## config.mk

```make
export PLATFORM = sky130hd
export DESIGN_NAME = pipeline_hazard_ctrl_flat
export DESIGN_NICKNAME = d
export VERILOG_FILES = /design/src/rtl/pipeline_hazard_ctrl_if.sv /design/src/rtl/pipeline_hazard_ctrl.sv /design/src/flat_wrapper.sv
export SDC_FILE = /design/constraint.sdc
export NUM_CORES = 1
export LEC_CHECK = 0
export ABC_AREA = 1
export CAP_MARGIN = 10
export CORE_MARGIN = 2
export CORE_UTILIZATION = 55
export DETAILED_ROUTE_END_ITERATION = 7
export GPL_ROUTABILITY_DRIVEN = 1
export PLACE_DENSITY = 0.87
export SLEW_MARGIN = 40
export SYNTH_ARGS = -nofsm -noshare
export SYNTH_HDL_FRONTEND = slang
export SYNTH_SLANG_ARGS = --single-unit
```

## constraint.sdc

```tcl
create_clock -name CLK -period 7.4 [get_ports CLK]
set_clock_uncertainty 0.05 [all_clocks]
set_input_delay 1.48 -clock CLK [delete_from_list [all_inputs] [get_ports CLK]]
set_output_delay 1.48 -clock CLK [all_outputs]
set_load 0.02 [all_outputs]
```

## src/rtl/pipeline_hazard_ctrl_if.sv

```systemverilog
// pipeline_hazard_ctrl_if: pipeline status in, stall/flush/forward controls out
interface pipeline_hazard_ctrl_if;
  logic [4:0]  ID_RS1_ADDR, ID_RS2_ADDR;
  logic        ID_USES_RS1, ID_USES_RS2;
  logic [4:0]  EX_RD_ADDR;
  logic        EX_REG_WRITE, EX_MEM_READ;
  logic [4:0]  MEM_RD_ADDR;
  logic        MEM_REG_WRITE;
  logic [4:0]  WB_RD_ADDR;
  logic        WB_REG_WRITE;
  logic [1:0]  MEM_PC_SOURCE;
  logic        MEM_BUSY;
  logic        PC_STALL, IFID_STALL, IDEX_STALL, EXMEM_STALL, MEMWB_STALL;
  logic        IDEX_BUBBLE, IFID_FLUSH, IDEX_FLUSH, EXMEM_FLUSH, PC_REDIRECT;
  logic [1:0]  FWD_SEL_A, FWD_SEL_B;
  logic [31:0] STALL_CNT, FLUSH_CNT;
  logic        MEM_TIMEOUT;
  modport master (
    input  ID_RS1_ADDR, ID_RS2_ADDR, ID_USES_RS1, ID_USES_RS2, EX_RD_ADDR, EX_REG_WRITE, EX_MEM_READ,
           MEM_RD_ADDR, MEM_REG_WRITE, WB_RD_ADDR, WB_REG_WRITE, MEM_PC_SOURCE, MEM_BUSY,
    output PC_STALL, IFID_STALL, IDEX_STALL, EXMEM_STALL, MEMWB_STALL, IDEX_BUBBLE, IFID_FLUSH,
           IDEX_FLUSH, EXMEM_FLUSH, PC_REDIRECT, FWD_SEL_A, FWD_SEL_B, STALL_CNT, FLUSH_CNT, MEM_TIMEOUT
  );
  modport slave (
    output ID_RS1_ADDR, ID_RS2_ADDR, ID_USES_RS1, ID_USES_RS2, EX_RD_ADDR, EX_REG_WRITE, EX_MEM_READ,
           MEM_RD_ADDR, MEM_REG_WRITE, WB_RD_ADDR, WB_REG_WRITE, MEM_PC_SOURCE, MEM_BUSY,
    input  PC_STALL, IFID_STALL, IDEX_STALL, EXMEM_STALL, MEMWB_STALL, IDEX_BUBBLE, IFID_FLUSH,
           IDEX_FLUSH, EXMEM_FLUSH, PC_REDIRECT, FWD_SEL_A, FWD_SEL_B, STALL_CNT, FLUSH_CNT, MEM_TIMEOUT
  );
endinterface

```

## src/rtl/pipeline_hazard_ctrl.sv

```systemverilog
// pipeline_hazard_ctrl: stall/bubble/flush sequencing, forwarding selects and perf counters for the Otter pipeline
module pipeline_hazard_ctrl #(
  parameter int unsigned TIMEOUT = 255
) (
  input logic CLK,
  input logic RST,
  pipeline_hazard_ctrl_if.master bus
);
  typedef enum logic [1:0] {RUN, MEM_WAIT, REDIR_PEND} state_t;
  state_t state, state_nxt;
  logic [4:0]  ex_rs1, ex_rs2;
  logic [15:0] busy_cnt;
  logic [31:0] stall_cnt, flush_cnt;
  logic        timeout, load_use, freeze, lu_stall, redir;
  function automatic logic [1:0] fwd(input logic [4:0] rs);
    return (bus.MEM_REG_WRITE && bus.MEM_RD_ADDR != 5'd0 && bus.MEM_RD_ADDR == rs) ? 2'b01 :
           (bus.WB_REG_WRITE && bus.WB_RD_ADDR != 5'd0 && bus.WB_RD_ADDR == rs) ? 2'b10 : 2'b00;
  endfunction
  always_comb begin
    state_nxt = state;
    freeze    = 1'b0;
    redir     = 1'b0;
    lu_stall  = 1'b0;
    load_use  = bus.EX_MEM_READ && bus.EX_REG_WRITE && bus.EX_RD_ADDR != 5'd0 &&
                ((bus.ID_USES_RS1 && bus.ID_RS1_ADDR == bus.EX_RD_ADDR) ||
                 (bus.ID_USES_RS2 && bus.ID_RS2_ADDR == bus.EX_RD_ADDR));
    if (!RST)
      case (state)
        RUN: begin
          freeze    = bus.MEM_BUSY;
          state_nxt = !bus.MEM_BUSY ? RUN : (|bus.MEM_PC_SOURCE) ? REDIR_PEND : MEM_WAIT;
          redir     = !bus.MEM_BUSY && |bus.MEM_PC_SOURCE;
          lu_stall  = !bus.MEM_BUSY && !(|bus.MEM_PC_SOURCE) && load_use;
        end
        MEM_WAIT: begin
          freeze    = bus.MEM_BUSY;
          state_nxt = bus.MEM_BUSY ? MEM_WAIT : RUN;
        end
        REDIR_PEND: begin
          freeze    = bus.MEM_BUSY;
          redir     = !bus.MEM_BUSY;
          state_nxt = bus.MEM_BUSY ? REDIR_PEND : RUN;
        end
        default: state_nxt = RUN;
      endcase
  end
  assign bus.PC_STALL    = freeze || lu_stall;
  assign bus.IFID_STALL  = freeze || lu_stall;
  assign bus.IDEX_STALL  = freeze;
  assign bus.EXMEM_STALL = freeze;
  assign bus.MEMWB_STALL = freeze;
  assign bus.IDEX_BUBBLE = lu_stall;
  assign bus.IFID_FLUSH  = redir;
  assign bus.IDEX_FLUSH  = redir;
  assign bus.EXMEM_FLUSH = redir;
  assign bus.PC_REDIRECT = redir;
  assign bus.FWD_SEL_A   = fwd(ex_rs1);
  assign bus.FWD_SEL_B   = fwd(ex_rs2);
  assign bus.STALL_CNT   = stall_cnt;
  assign bus.FLUSH_CNT   = flush_cnt;
  assign bus.MEM_TIMEOUT = timeout;
  always_ff @(posedge CLK) begin
    if (RST) begin
      state     <= RUN;
      ex_rs1    <= 5'd0;
      ex_rs2    <= 5'd0;
      stall_cnt <= 32'd0;
      flush_cnt <= 32'd0;
      busy_cnt  <= 16'd0;
      timeout   <= 1'b0;
    end else begin
      state <= state_nxt;
      // a NOP entering ID/EX carries no sources, so nothing may forward to it
      if (lu_stall || redir) begin
        ex_rs1 <= 5'd0;
        ex_rs2 <= 5'd0;
      end else if (!freeze) begin
        ex_rs1 <= bus.ID_RS1_ADDR;
        ex_rs2 <= bus.ID_RS2_ADDR;
      end
      stall_cnt <= stall_cnt + {31'd0, bus.PC_STALL && !(&stall_cnt)};
      flush_cnt <= flush_cnt + {31'd0, redir && !(&flush_cnt)};
      busy_cnt  <= bus.MEM_BUSY ? busy_cnt + {15'd0, !(&busy_cnt)} : 16'd0;
      if (bus.MEM_BUSY && 32'(busy_cnt) + 32'd1 >= TIMEOUT) timeout <= 1'b1;
    end
  end
endmodule

```

## src/flat_wrapper.sv

```systemverilog
// flat-port wrapper written by rule: the top's interface ports become plain ports
module pipeline_hazard_ctrl_flat 
#(
  parameter int unsigned TIMEOUT = 255
)
  (CLK, RST, bus_ID_RS1_ADDR, bus_ID_RS2_ADDR, bus_ID_USES_RS1, bus_ID_USES_RS2, bus_EX_RD_ADDR, bus_EX_REG_WRITE, bus_EX_MEM_READ, bus_MEM_RD_ADDR, bus_MEM_REG_WRITE, bus_WB_RD_ADDR, bus_WB_REG_WRITE, bus_MEM_PC_SOURCE, bus_MEM_BUSY, bus_PC_STALL, bus_IFID_STALL, bus_IDEX_STALL, bus_EXMEM_STALL, bus_MEMWB_STALL, bus_IDEX_BUBBLE, bus_IFID_FLUSH, bus_IDEX_FLUSH, bus_EXMEM_FLUSH, bus_PC_REDIRECT, bus_FWD_SEL_A, bus_FWD_SEL_B, bus_STALL_CNT, bus_FLUSH_CNT, bus_MEM_TIMEOUT);
  pipeline_hazard_ctrl_if bus_i ();
  input logic CLK;
  input logic RST;
  input wire logic [$bits(bus_i.ID_RS1_ADDR)-1:0] bus_ID_RS1_ADDR;
  input wire logic [$bits(bus_i.ID_RS2_ADDR)-1:0] bus_ID_RS2_ADDR;
  input wire logic [$bits(bus_i.ID_USES_RS1)-1:0] bus_ID_USES_RS1;
  input wire logic [$bits(bus_i.ID_USES_RS2)-1:0] bus_ID_USES_RS2;
  input wire logic [$bits(bus_i.EX_RD_ADDR)-1:0] bus_EX_RD_ADDR;
  input wire logic [$bits(bus_i.EX_REG_WRITE)-1:0] bus_EX_REG_WRITE;
  input wire logic [$bits(bus_i.EX_MEM_READ)-1:0] bus_EX_MEM_READ;
  input wire logic [$bits(bus_i.MEM_RD_ADDR)-1:0] bus_MEM_RD_ADDR;
  input wire logic [$bits(bus_i.MEM_REG_WRITE)-1:0] bus_MEM_REG_WRITE;
  input wire logic [$bits(bus_i.WB_RD_ADDR)-1:0] bus_WB_RD_ADDR;
  input wire logic [$bits(bus_i.WB_REG_WRITE)-1:0] bus_WB_REG_WRITE;
  input wire logic [$bits(bus_i.MEM_PC_SOURCE)-1:0] bus_MEM_PC_SOURCE;
  input wire logic [$bits(bus_i.MEM_BUSY)-1:0] bus_MEM_BUSY;
  output wire logic [$bits(bus_i.PC_STALL)-1:0] bus_PC_STALL;
  output wire logic [$bits(bus_i.IFID_STALL)-1:0] bus_IFID_STALL;
  output wire logic [$bits(bus_i.IDEX_STALL)-1:0] bus_IDEX_STALL;
  output wire logic [$bits(bus_i.EXMEM_STALL)-1:0] bus_EXMEM_STALL;
  output wire logic [$bits(bus_i.MEMWB_STALL)-1:0] bus_MEMWB_STALL;
  output wire logic [$bits(bus_i.IDEX_BUBBLE)-1:0] bus_IDEX_BUBBLE;
  output wire logic [$bits(bus_i.IFID_FLUSH)-1:0] bus_IFID_FLUSH;
  output wire logic [$bits(bus_i.IDEX_FLUSH)-1:0] bus_IDEX_FLUSH;
  output wire logic [$bits(bus_i.EXMEM_FLUSH)-1:0] bus_EXMEM_FLUSH;
  output wire logic [$bits(bus_i.PC_REDIRECT)-1:0] bus_PC_REDIRECT;
  output wire logic [$bits(bus_i.FWD_SEL_A)-1:0] bus_FWD_SEL_A;
  output wire logic [$bits(bus_i.FWD_SEL_B)-1:0] bus_FWD_SEL_B;
  output wire logic [$bits(bus_i.STALL_CNT)-1:0] bus_STALL_CNT;
  output wire logic [$bits(bus_i.FLUSH_CNT)-1:0] bus_FLUSH_CNT;
  output wire logic [$bits(bus_i.MEM_TIMEOUT)-1:0] bus_MEM_TIMEOUT;
  assign bus_i.ID_RS1_ADDR = bus_ID_RS1_ADDR;
  assign bus_i.ID_RS2_ADDR = bus_ID_RS2_ADDR;
  assign bus_i.ID_USES_RS1 = bus_ID_USES_RS1;
  assign bus_i.ID_USES_RS2 = bus_ID_USES_RS2;
  assign bus_i.EX_RD_ADDR = bus_EX_RD_ADDR;
  assign bus_i.EX_REG_WRITE = bus_EX_REG_WRITE;
  assign bus_i.EX_MEM_READ = bus_EX_MEM_READ;
  assign bus_i.MEM_RD_ADDR = bus_MEM_RD_ADDR;
  assign bus_i.MEM_REG_WRITE = bus_MEM_REG_WRITE;
  assign bus_i.WB_RD_ADDR = bus_WB_RD_ADDR;
  assign bus_i.WB_REG_WRITE = bus_WB_REG_WRITE;
  assign bus_i.MEM_PC_SOURCE = bus_MEM_PC_SOURCE;
  assign bus_i.MEM_BUSY = bus_MEM_BUSY;
  assign bus_PC_STALL = bus_i.PC_STALL;
  assign bus_IFID_STALL = bus_i.IFID_STALL;
  assign bus_IDEX_STALL = bus_i.IDEX_STALL;
  assign bus_EXMEM_STALL = bus_i.EXMEM_STALL;
  assign bus_MEMWB_STALL = bus_i.MEMWB_STALL;
  assign bus_IDEX_BUBBLE = bus_i.IDEX_BUBBLE;
  assign bus_IFID_FLUSH = bus_i.IFID_FLUSH;
  assign bus_IDEX_FLUSH = bus_i.IDEX_FLUSH;
  assign bus_EXMEM_FLUSH = bus_i.EXMEM_FLUSH;
  assign bus_PC_REDIRECT = bus_i.PC_REDIRECT;
  assign bus_FWD_SEL_A = bus_i.FWD_SEL_A;
  assign bus_FWD_SEL_B = bus_i.FWD_SEL_B;
  assign bus_STALL_CNT = bus_i.STALL_CNT;
  assign bus_FLUSH_CNT = bus_i.FLUSH_CNT;
  assign bus_MEM_TIMEOUT = bus_i.MEM_TIMEOUT;
  pipeline_hazard_ctrl #(.TIMEOUT(TIMEOUT)) u_core (.CLK(CLK), .RST(RST), .bus(bus_i));
endmodule
```

======== Word level (Yosys, flattened, before mapping) ========
Index checks and enable logic that the tools add are counted.
storage, ports and cells
  flip-flop bits (word level) ............. 93
  input port bits ......................... 36
  output and inout port bits .............. 79
  logic and storage cells ................. 72
cells by class
  add/subtract/negate cells ............... 4
  order comparisons ....................... 1
  eq/ne operators ......................... 8
  multiplexer cells ....................... 15
  bitwise operators ....................... 1
  reductions and logical operators ........ 36
operator list
  operator                 count
  $add A32 B1 Y32          2
  $reduce_and A32 Y1       2
  $ge A32 B8 Y1 const B    1
  $eq A5 B5 Y1             6
  $add A16 B1 Y17 const B  1
  $logic_and A1 B1 Y1      17
  $add A16 B1 Y16          1
  $reduce_and A16 Y1       1
  $reduce_bool A5 Y1       3
  $mux W2                  7
  $mux W1                  6
  $pmux W2 S3              1
  $reduce_or A2 Y1         3
  $logic_not A1 Y1         5
  $logic_or A1 B1 Y1       3
  $reduce_or A3 Y1         1
  $eq A2 B1 Y1 const B     1
  $eq A2 B2 Y1 const B     1
  $logic_not A2 Y1         1
  $pmux W1 S2              1
  $not A1 Y1               1

======== Longest topological paths before layout ========
Gate-level depths: netlist of run 1.
  word-level depth ........................ 10
  depth in mapped cells ................... 18
  depth with buffers taken out ............ 18

======== Worst setup path after synthesis of run 1 ========
No wires, ideal clock.
  path kind ............................... input to output
  start ................................... input port bus_MEM_PC_SOURCE[1]
  end ..................................... output port bus_PC_STALL
  arrival time ............................ 2667 ps
  required time ........................... 5870 ps
  path slack .............................. 3203 ps
  stages on the path ...................... 6
  path buffers ............................ 1
  path through ............................ or2_2 -> or3_1 -> nor2_1 -> nand2_1 -> nand2_1 -> buf_4
on the way
  word-level cells in the longest chain between the ends .. 7
RTL lines
  element                           line                        text
  from (decl)                       flat_wrapper.sv:21          input wire logic [$bits(bus_i.MEM_PC_SOURCE)-1:0] bus_MEM_PC_SOURCE;
  $reduce_or A2 Y1                  pipeline_hazard_ctrl.sv:33  lu_stall = !bus.MEM_BUSY && !(|bus.MEM_PC_SOURCE) && load_use;
  $logic_not A1 Y1                  pipeline_hazard_ctrl.sv:33
  $logic_and A1 B1 Y1 (2 in a row)  pipeline_hazard_ctrl.sv:33
  $mux W1                           pipeline_hazard_ctrl.sv:28  case (state)
  $mux W1                           pipeline_hazard_ctrl.sv:27  if (!RST)
  $logic_or A1 B1 Y1                --
  to (decl)                         flat_wrapper.sv:23          output wire logic [$bits(bus_i.PC_STALL)-1:0] bus_PC_STALL;
No other way between the ends.

======== Worst setup path after layout of run 1 ========
  start ................................... input port bus_MEM_BUSY
  end ..................................... output port bus_EXMEM_STALL
on the way
  word-level cells in the longest chain between the ends .. 2
RTL lines
  element      line                        text
  from (decl)  flat_wrapper.sv:22          input wire logic [$bits(bus_i.MEM_BUSY)-1:0] bus_MEM_BUSY;
  $mux W1      pipeline_hazard_ctrl.sv:28
  $mux W1      pipeline_hazard_ctrl.sv:27
  to (decl)    flat_wrapper.sv:26          output wire logic [$bits(bus_i.EXMEM_STALL)-1:0] bus_EXMEM_STALL;
No other way between the ends.

==> flow_metrics.env, run 1 <==
export IMPL_status="completed"
export IMPL_p_switching_mw=0.227
export IMPL_worstReg2RegStart="u_core.state[1]$_SDFF_PP0_"
export IMPL_worstPathRequired_ns=5.87
export IMPL_hold_depth=1
export IMPL_htreeDepth=3
export IMPL_globalRoute_busiestLayer="met2"
export IMPL_yosysTopAreaCell="dfxtp_1"
export IMPL_wl_per_cell_um=13.1
export IMPL_avgSynthCellArea_sq_um=6.60
export IMPL_synth_xor_area_share=0.0642
export IMPL_worst_pin_slew_ns=0.798
export IMPL_hold_violations=0
export IMPL_ys_seq_area_frac=0.350
export IMPL_drt_iter0_drc=319
export IMPL_crit_fanout=15
export IMPL_final_nets=956
export IMPL_comb_power_share=0.090
export IMPL_synth_top_area_frac=0.350
export IMPL_clkPwrFrac=0.385
export IMPL_vias_per_cell=5.23
export IMPL_timing_rr_end="u_core.bus.STALL_CNT[26]$_SDFF_PP0_"
export IMPL_wirelength_mm=13.8
export IMPL_post_synth_inst_count=806
export IMPL_met3_usage=0.0595
export IMPL_p_leak_nw=2.47
export IMPL_startpoint_type="primary input"
export IMPL_worstSetupPathType="primary input to primary output"
export IMPL_grt_pass1_wl_mm=22.2
export IMPL_period_needed_ns=5.12
export IMPL_antenna_cells=0
export IMPL_place_area_sq_um=6520
export IMPL_antenna_found_initial=0
export IMPL_synth_compound_area_share=0.0981
export IMPL_areaGrowthSynthToFinish_pct=26.7
export IMPL_die_area_sq_um=10500
export IMPL_synthSimpleGateAreaFrac=0.382
export IMPL_insertion_delay_ns=0.36
export IMPL_synth_top_family_by_area="simple AND/OR/NAND/NOR gates"
export IMPL_drcViolationCount=0
export IMPL_port_buffers=114
export IMPL_cts_tree="yes"
export IMPL_synth_area_mux_share=0
export IMPL_synth_nets=848
export IMPL_period_share=0.691
export IMPL_cts_sinks=93
export IMPL_rows=35
export IMPL_ctsHoldBuffers=0
export IMPL_drtPass1Iterations=5
export IMPL_ys_ff_latch=93
export IMPL_io_pins=115
export IMPL_cts_made_buffers=9
export IMPL_synthArstFlopShare=0
export IMPL_hp_class="flop to flop"
export IMPL_swShare=0.232
export IMPL_grt_max_degree=45
export IMPL_drv_cap=0
export IMPL_die_h_um=102
export IMPL_setup_tns_final_ns=0
export IMPL_total_power_mw=0.976
export IMPL_synth_cell_type_count=41
export IMPL_grt_pass1_vias=4946
export IMPL_worstSetupEndpointType="primary output"
export IMPL_ant_nets=0
export IMPL_min_from="u_core.state[1]$_SDFF_PP0_"
export IMPL_clk_pin_slew_worst_paths_ns=0.09
export IMPL_arrival_ns=3.59
export IMPL_ys_warn_count=0
export IMPL_rsz0062_at_grt="false"
export IMPL_grt_util_all_layers=0.263
export IMPL_setup_violations=0
export IMPL_power_frac_seq=0.525
export IMPL_synth_edff_count=0
export IMPL_worst_r2r_path_depth=16
export IMPL_vias=5484
export IMPL_internal_power_mw=0.749
export IMPL_setup_slack_ns=2.28
export IMPL_holdPathEnd="u_core.state[0]$_SDFF_PP0_"
export IMPL_powerDensity_nw_per_um2=145
export IMPL_yosys_top_cells_area="dfxtp_1, nand2_1, nor2_1"
export IMPL_slew_viol_final=0
export IMPL_cts_buffer_depth=2
export IMPL_reg2reg_slack_ns=4.46
export IMPL_post_place_ws_ns=2.13
export IMPL_yosys_area_share_adder=0.0141
export IMPL_post_cts_buffers=0
export IMPL_syn_area_sq_um=5320
export IMPL_synth_most_common_cell="nand2_1"
export IMPL_ctsResizeCount=0
export IMPL_dp_cells=1032
export IMPL_grt_overflow_total=0
export IMPL_synthFlopType="dfxtp_1"
export IMPL_die_w_um=102
export IMPL_start_util=0.570
export IMPL_synth_common_cells="nand2_1, nor2_1, inv_1"
export IMPL_ir_drop_mv=0.0993
export IMPL_globalplace_congestion=0.942
export IMPL_max_freq_mhz=195
export IMPL_grt_met1_usage=0.358
export IMPL_root_buffer="clkbuf_8"
export IMPL_design_area_sq_um=6740
export IMPL_nFillCells=788
export IMPL_relSlewSlack=0.465
export IMPL_core_sq_um=9330
export IMPL_drive_gt1_frac=0.0501
export IMPL_globalRouteMet2Util=0.419
export IMPL_finalNonFillerCells=1048
export IMPL_hpwl_mm=10.5
==> placed cells by master, fill, tap and decap left out, types with 3 or more instances in the layout <==
master           netlist  layout
nand2_1              187     187
nor2_1               126     126
clkdlybuf4s50_1        0     113
inv_1                102     101
dfxtp_1               93      93
a21oi_1               52      52
nand3_1               34      34
nor3_1                33      33
o21ai_0               28      27
nand4_1               23      23
xor2_1                20      20
xnor2_1               19      19
clkbuf_8               0      10
or2_0                  9       9
or2_2                  7       7
nor2_2                 6       6
ha_1                   6       6
nor3_2                 5       5
o21a_1                 4       4
inv_2                  2       3
o22ai_1                3       3
nor4_1                 3       3
a31oi_1                3       3
nand3b_1               3       3
nand3_2                3       3
clkbuf_1               7       3
==> worst max path at each step <==
stage	cells past startpoint	end	slack [ns]	from
finish	6	bus_EXMEM_STALL	2.28	bus_MEM_BUSY
global route	6	bus_MEMWB_STALL	2.13	bus_MEM_BUSY
CTS	5	bus_EXMEM_STALL	2.13	RST
detailed placement	5	bus_EXMEM_STALL	2.13	RST
global placement	5	bus_EXMEM_STALL	2.12	RST
floorplan	6	bus_PC_STALL	3.20	bus_MEM_PC_SOURCE[1]
==> final cells by class <==
class | instances | area (sq um) | area share
Timing Repair Buffer | 114 | 1140 | 0.169
Sequential cell | 93 | 1860 | 0.276
Clock inverter | 3 | 68.8 | 0.0102
Clock buffer | 13 | 149 | 0.0221
Inverter | 104 | 390 | 0.0579
Multi-Input combinational cell | 592 | 2970 | 0.440
Tap cell | 129 | 161 | 0.0240
==> sequential cells by signal, indices dropped and copies added (netlist names) <==
| register | cells |
|---|---|
| u_core.ex_rs1 | 5 |
| u_core.busy_cnt | 16 |
| u_core.bus.STALL_CNT | 32 |
| u_core.bus.FLUSH_CNT | 32 |
| u_core.ex_rs2 | 5 |
| u_core.state | 2 |
| u_core.bus.MEM_TIMEOUT | 1 |
==> cell families after synthesis <==
logic type	after synthesis
AOI/OAI and AO/OA	96
xor gates and xnor gates	39
adders and majority gates	6
buffers and inverters	121
DFF	93
and+or+nand+nor	451
==> routing by layer <==
layer	up-vias	wire (um)
li1	2800	-
met1	2428	6290
met2	236	6080
met3	20	1170
met4	0	241
met5	-	0
==> power by group through the flow <==
stage	combinational, mW	sequential [mW]	clock [mW]
floorplan	0.0486	0.524	0
global placement	0.0860	0.524	0
detailed placement	0.0872	0.524	0
CTS	0.0879	0.512	0.381
global route	0.0976	0.513	0.398
finish	0.0880	0.512	0.375
==> through the flow <==
step | util | hold slack (ns)
after global placement | 0.699 | 0.390
after floorplan | - | 0.373
final | 0.722 | 0.406
after CTS | 0.722 | 0.406
after detailed placement | 0.699 | 0.390
after global routing | 0.722 | 0.435
==> worst max-delay path, cell delays in order <==
cell             delay (ns)
clkdlybuf4s50_1        0.47
inv_1                  0.07
nor2_2                 0.24
o21ai_1                0.35
inv_2                  0.32
clkdlybuf4s50_1        0.65
Note: power is estimated with default switching activity, not from simulation.
==> run 2, diff against run 1 <==
--- a/config.mk
+++ b/config.mk
@@ -8,10 +8,10 @@
 export ABC_AREA = 1
 export CAP_MARGIN = 10
 export CORE_MARGIN = 2
-export CORE_UTILIZATION = 55
+export CORE_UTILIZATION = 51
 export DETAILED_ROUTE_END_ITERATION = 7
 export GPL_ROUTABILITY_DRIVEN = 1
-export PLACE_DENSITY = 0.87
+export PLACE_DENSITY = 0.81
 export SLEW_MARGIN = 40
 export SYNTH_ARGS = -nofsm -noshare
 export SYNTH_HDL_FRONTEND = slang
==> constraint.sdc (replaced) <==
create_clock -name CLK -period 4.75 [get_ports CLK]
set_clock_uncertainty 0.05 [all_clocks]
set_input_delay 0.95 -clock CLK [delete_from_list [all_inputs] [get_ports CLK]]
set_output_delay 0.95 -clock CLK [all_outputs]
set_load 0.02 [all_outputs]
==> run 2 against run 1 <==
  * Clock power increased by 57%
  * Design area increased by 0.32%
  * Utilization decreased by 6.2 points
  * Final cell count increased by 0.86%
  * Power increased by 56%
  * Clock-buffer cell count unchanged
  * Sequential power increased by 56%
  * Highest routed layer unchanged
==> flow_metrics.env, run 2 (synthesis gave the netlist of run 1 again) <==
export IMPL_crit_path_max_incr_delay_ns=0.62
export IMPL_setup_tns_final_ns=0
export IMPL_status="completed"
export IMPL_slew_viol_final=0
export IMPL_drtPass1Iterations=5
export IMPL_arrival_ns=2.99
export IMPL_timing_rr_end="u_core.bus.FLUSH_CNT[24]$_SDFF_PP0_"
export IMPL_setup_slack_ns=0.756
export IMPL_post_cts_buffers=0
export IMPL_rsz0062_at_grt="false"
export IMPL_die_area_sq_um=11300
export IMPL_startpoint_type="primary input"
export IMPL_die_w_um=106
export IMPL_start_util=0.520
export IMPL_cts_tree="yes"
export IMPL_core_sq_um=10200
export IMPL_crit_fanout=4
export IMPL_rows=37
export IMPL_drt_iter0_drc=377
export IMPL_final_common_cell="nand2_1"
export IMPL_hp_class="flop to flop"
export IMPL_die_h_um=106
export IMPL_worstReg2RegStart="u_core.state[0]$_SDFF_PP0_"
export IMPL_grt_util_all_layers=0.253
export IMPL_cts_made_buffers=9
export IMPL_crit_start="bus_MEM_PC_SOURCE[1]"
export IMPL_cp_num_cells=7
export IMPL_reg2reg_slack_ns=1.77
export IMPL_antenna_found_initial=0
export IMPL_post_place_ws_ns=0.758
export IMPL_ctsResizeCount=0
export IMPL_worstSetupEndpointType="primary output"
export IMPL_period_share=0.841
export IMPL_wirelength_mm=14.0
export IMPL_antenna_cells=0
export IMPL_worstPathCellList="clkdlybuf4s50_1 > or2_2 > or3_1 > nor2_1 > nand2_1 > nand2_1 > clkdlybuf4s50_1"
export IMPL_grt_pass1_vias=4939
export IMPL_total_power_mw=1.53
export IMPL_grt_overflow_total=0
export IMPL_areaGrowthSynthToFinish_pct=27.1
export IMPL_max_freq_mhz=250
export IMPL_cts_sinks=93
export IMPL_cp_top_family="simple AND/OR/NAND/NOR gates"
export IMPL_hold_violations=0
export IMPL_p_leak_nw=2.48
export IMPL_cp_slowest_cell="clkdlybuf4s50_1"
export IMPL_relSlewSlack=0.607
export IMPL_vias=5507
export IMPL_powerDensity_nw_per_um2=226
export IMPL_wl_per_cell_um=13.2
export IMPL_setup_violations=0
export IMPL_port_buffers=114
export IMPL_grt_max_degree=40
export IMPL_root_buffer="clkbuf_8"
export IMPL_insertion_delay_ns=0.36
export IMPL_drcViolationCount=0
export IMPL_mostFrequentLayoutCells="nand2_1, nor2_1, clkdlybuf4s50_1"
export IMPL_ir_drop_mv=0.168
export IMPL_ant_nets=0
export IMPL_cts_buffer_depth=2
export IMPL_worstPathRequired_ns=3.75
export IMPL_period_needed_ns=3.99
export IMPL_clk_pin_slew_worst_paths_ns=0.08
export IMPL_vias_per_cell=5.21
export IMPL_critical_path_buf_inv_count=2
export IMPL_globalplace_congestion=0.891
export IMPL_worst_r2r_path_depth=13
export IMPL_grt_pass1_wl_mm=23.3
export IMPL_drive_gt1_frac=0.0521
export IMPL_htreeDepth=3
export IMPL_io_pins=115
export IMPL_final_nets=958
export IMPL_worstSetupPathType="primary input to primary output"
export IMPL_drv_cap=0
export IMPL_hpwl_mm=10.7
export IMPL_ctsHoldBuffers=0
export IMPL_crit_end="bus_IFID_STALL"
export IMPL_worst_pin_slew_ns=0.583
[run 2: cell count changes in the layout (fill, tap and decap cells not counted)]
cell	before	now
o21ai_0	27	28
o21ai_1	1	0
buf_4	1	2
buf_2	0	1
[run 2: layout make-up]
class                   instances  area (sq um)
fillers                       923          3470
inverters                     104           390
multi-input cells             592          2970
clock buffers                  13           149
clock inverters                 3          68.8
well taps                     136           170
repair buffers                116          1150
flip-flops and latches         93          1860
[run 2: per-layer routing]
layer | global-route usage | share of wire | vias up
met5 | 0 | 0 | -
met3 | 0.0435 | 0.073 | 19
met4 | 0.0771 | 0.013 | 0
met2 | 0.403 | 0.44 | 207
met1 | 0.350 | 0.47 | 2475
li1 | - | - | 2806
[run 2: worst reg2reg max path: cells and delay by family, from the launching register on]
family          cells  cell delay (ns)
compound gates      1             0.16
xor+xnor            1             0.14
flops               1             0.33
fa+ha+maj           2             0.44
buf+inv             1             0.18
simple gates        8             1.57
[run 2: through the flow]
| step | hold WS, ns | instances | util | instance area, sq um |
|---|---|---|---|---|
| 2_1_floorplan | 0.373 | 806 | - | 5320 |
| 5_1_grt | 0.443 | 1057 | 0.661 | 6760 |
| 4_1_cts | 0.413 | 1057 | 0.661 | 6760 |
| 6_report | 0.407 | 1057 | 0.661 | 6760 |
| 3_5_place_dp | 0.390 | 1041 | 0.639 | 6540 |
| 3_3_place_gp | 0.386 | 1041 | 0.639 | 6540 |
[run 2: worst min-delay path by stage]
| stage | startpoint | to | slack [ns] | cells after the start |
|---|---|---|---|---|
| after floorplan | u_core.state[1]$_SDFF_PP0_ | u_core.state[0]$_SDFF_PP0_ | 0.37 | 1 |
| final | u_core.bus.MEM_TIMEOUT$_SDFFE_PP0P_ | u_core.bus.MEM_TIMEOUT$_SDFFE_PP0P_ | 0.41 | 2 |
| after global routing | u_core.state[0]$_SDFF_PP0_ | u_core.state[1]$_SDFF_PP0_ | 0.44 | 1 |
| after CTS | u_core.bus.MEM_TIMEOUT$_SDFFE_PP0P_ | u_core.bus.MEM_TIMEOUT$_SDFFE_PP0P_ | 0.41 | 2 |
| after detailed placement | u_core.bus.MEM_TIMEOUT$_SDFFE_PP0P_ | u_core.bus.MEM_TIMEOUT$_SDFFE_PP0P_ | 0.39 | 2 |
| after global placement | u_core.state[1]$_SDFF_PP0_ | u_core.state[0]$_SDFF_PP0_ | 0.39 | 1 |
[run 2: where the power goes]
group | total [mW] | switching (mW) | internal, mW
Combinational | 0.138 | 0.0713 | 0.0665
Sequential | 0.798 | 0.0102 | 0.788
Clock | 0.589 | 0.276 | 0.313
==> variant, RTL diff (settings of run 2) <==
Encoding of `state_t`: now one-hot (3 bits for 3 states).
--- a/src/rtl/pipeline_hazard_ctrl.sv
+++ b/src/rtl/pipeline_hazard_ctrl.sv
@@ -7,5 +7,5 @@
   pipeline_hazard_ctrl_if.master bus
 );
-  typedef enum logic [1:0] {RUN, MEM_WAIT, REDIR_PEND} state_t;
+  typedef enum logic [2:0] {RUN = 3'b001, MEM_WAIT = 3'b010, REDIR_PEND = 3'b100} state_t;
   state_t state, state_nxt;
   logic [4:0]  ex_rs1, ex_rs2;
Check against the original RTL: no difference found for any inputs over 10 cycles, from zero or initial values and one cycle with RST high; not proved beyond that.
==> variant against run 2 <==
Sequential power is 1% higher; critical path depth is 1 lower; cell count is 2.6% higher; synthesized area is 3.4% higher; power is 4.2% lower; sequential share of layout area is 0.38 points lower; worst setup slack better by 0.10 ns; non-clock buffer count is 2 higher; sequential cell count is 1 higher; wire length is 0.37% lower; final area is 2.5% higher; critical path type unchanged; largest power group unchanged; highest routed layer unchanged.
==> variant: results <==
{
  "ys_seq_area_frac": 0.342,
  "regToRegSetupSlack_ns": 1.72,
  "synthTopCellsByArea": "dfxtp_1 34%, nand2_1 13%, nor2_1 7.6%",
  "startpoint": "bus_MEM_RD_ADDR[1]",
  "placed_area_um2": 6740,
  "via_per_inst": 5.07,
  "buffers": 118,
  "comb-power_mw": 0.151,
  "dp.cells": 1069,
  "status": "complete, no violations",
  "swShare": 0.261,
  "dp_slack_ns": 0.869,
  "numSequentialCells": 94,
  "grt_pass1_wl_um": 22700,
  "grtUsageTotal": 0.242,
  "tightest_slew_ns": 0.514,
  "synth_common_cells": "196 x nand2_1, 112 x nor2_1, 105 x inv_1, 94 x dfxtp_1, 56 x a21oi_1",
  "critical_path_peak_fanout": 3,
  "die_w_um": 108,
  "syn-num-nets": 873,
  "multi_input_area_um2": 3090,
  "hpwlAfterDp_um": 10700,
  "seq_power_mw": 0.809,
  "reg2reg_from": "u_core.state[0]$_SDFF_PP1_",
  "grt_max_degree": 45,
  "endpoint": "bus_FWD_SEL_A[1]",
  "synthDistinctLibCells": 42,
  "sh_seq_area": 0.272,
  "synth_top_area_frac": 0.342,
  "routabilityCongestion": 0.904,
  "cp_slowest_stage_delay_ns": 0.60,
  "clockBufferCount": 10,
  "nNonClkInverters": 116,
  "grt_pass1_vias": 4815,
  "drive_above_1_share": 0.0738
}
-- variant: cell types whose count changed in the layout (fill, tap and decap cells not counted), moves of 5 or more --
cell,run 2,this run
xor2_1,20,25
nand3_1,34,45
o21ai_0,28,23
o21ai_1,0,8
nand4_1,23,18
nor2_1,126,112
nand2_2,2,8
inv_2,3,9
nand2_1,187,196
-- variant: worst max-delay path: cells and delay by family --
kind,cells,cell delay [ns]
simple gates,3,0.53
compound gates,1,0.34
buf+inv,2,1.07
-- variant: cells by family after synthesis --
group | count (synthesis) | synth area share
fa+ha+maj | 6 | 0.0137
flops | 94 | 0.342
xor+xnor | 41 | 0.0653
buf+inv | 132 | 0.0954
compound gates | 99 | 0.0965
simple gates | 459 | 0.387
-- variant: metal layers --
layer / up-vias / share of wire / track usage
met4: 0 / 0.010 / 0.0678
met2: 185 / 0.44 / 0.385
met3: 14 / 0.072 / 0.0393
li1: 2874 / - / -
met1: 2426 / 0.48 / 0.340
met5: - / 0 / 0
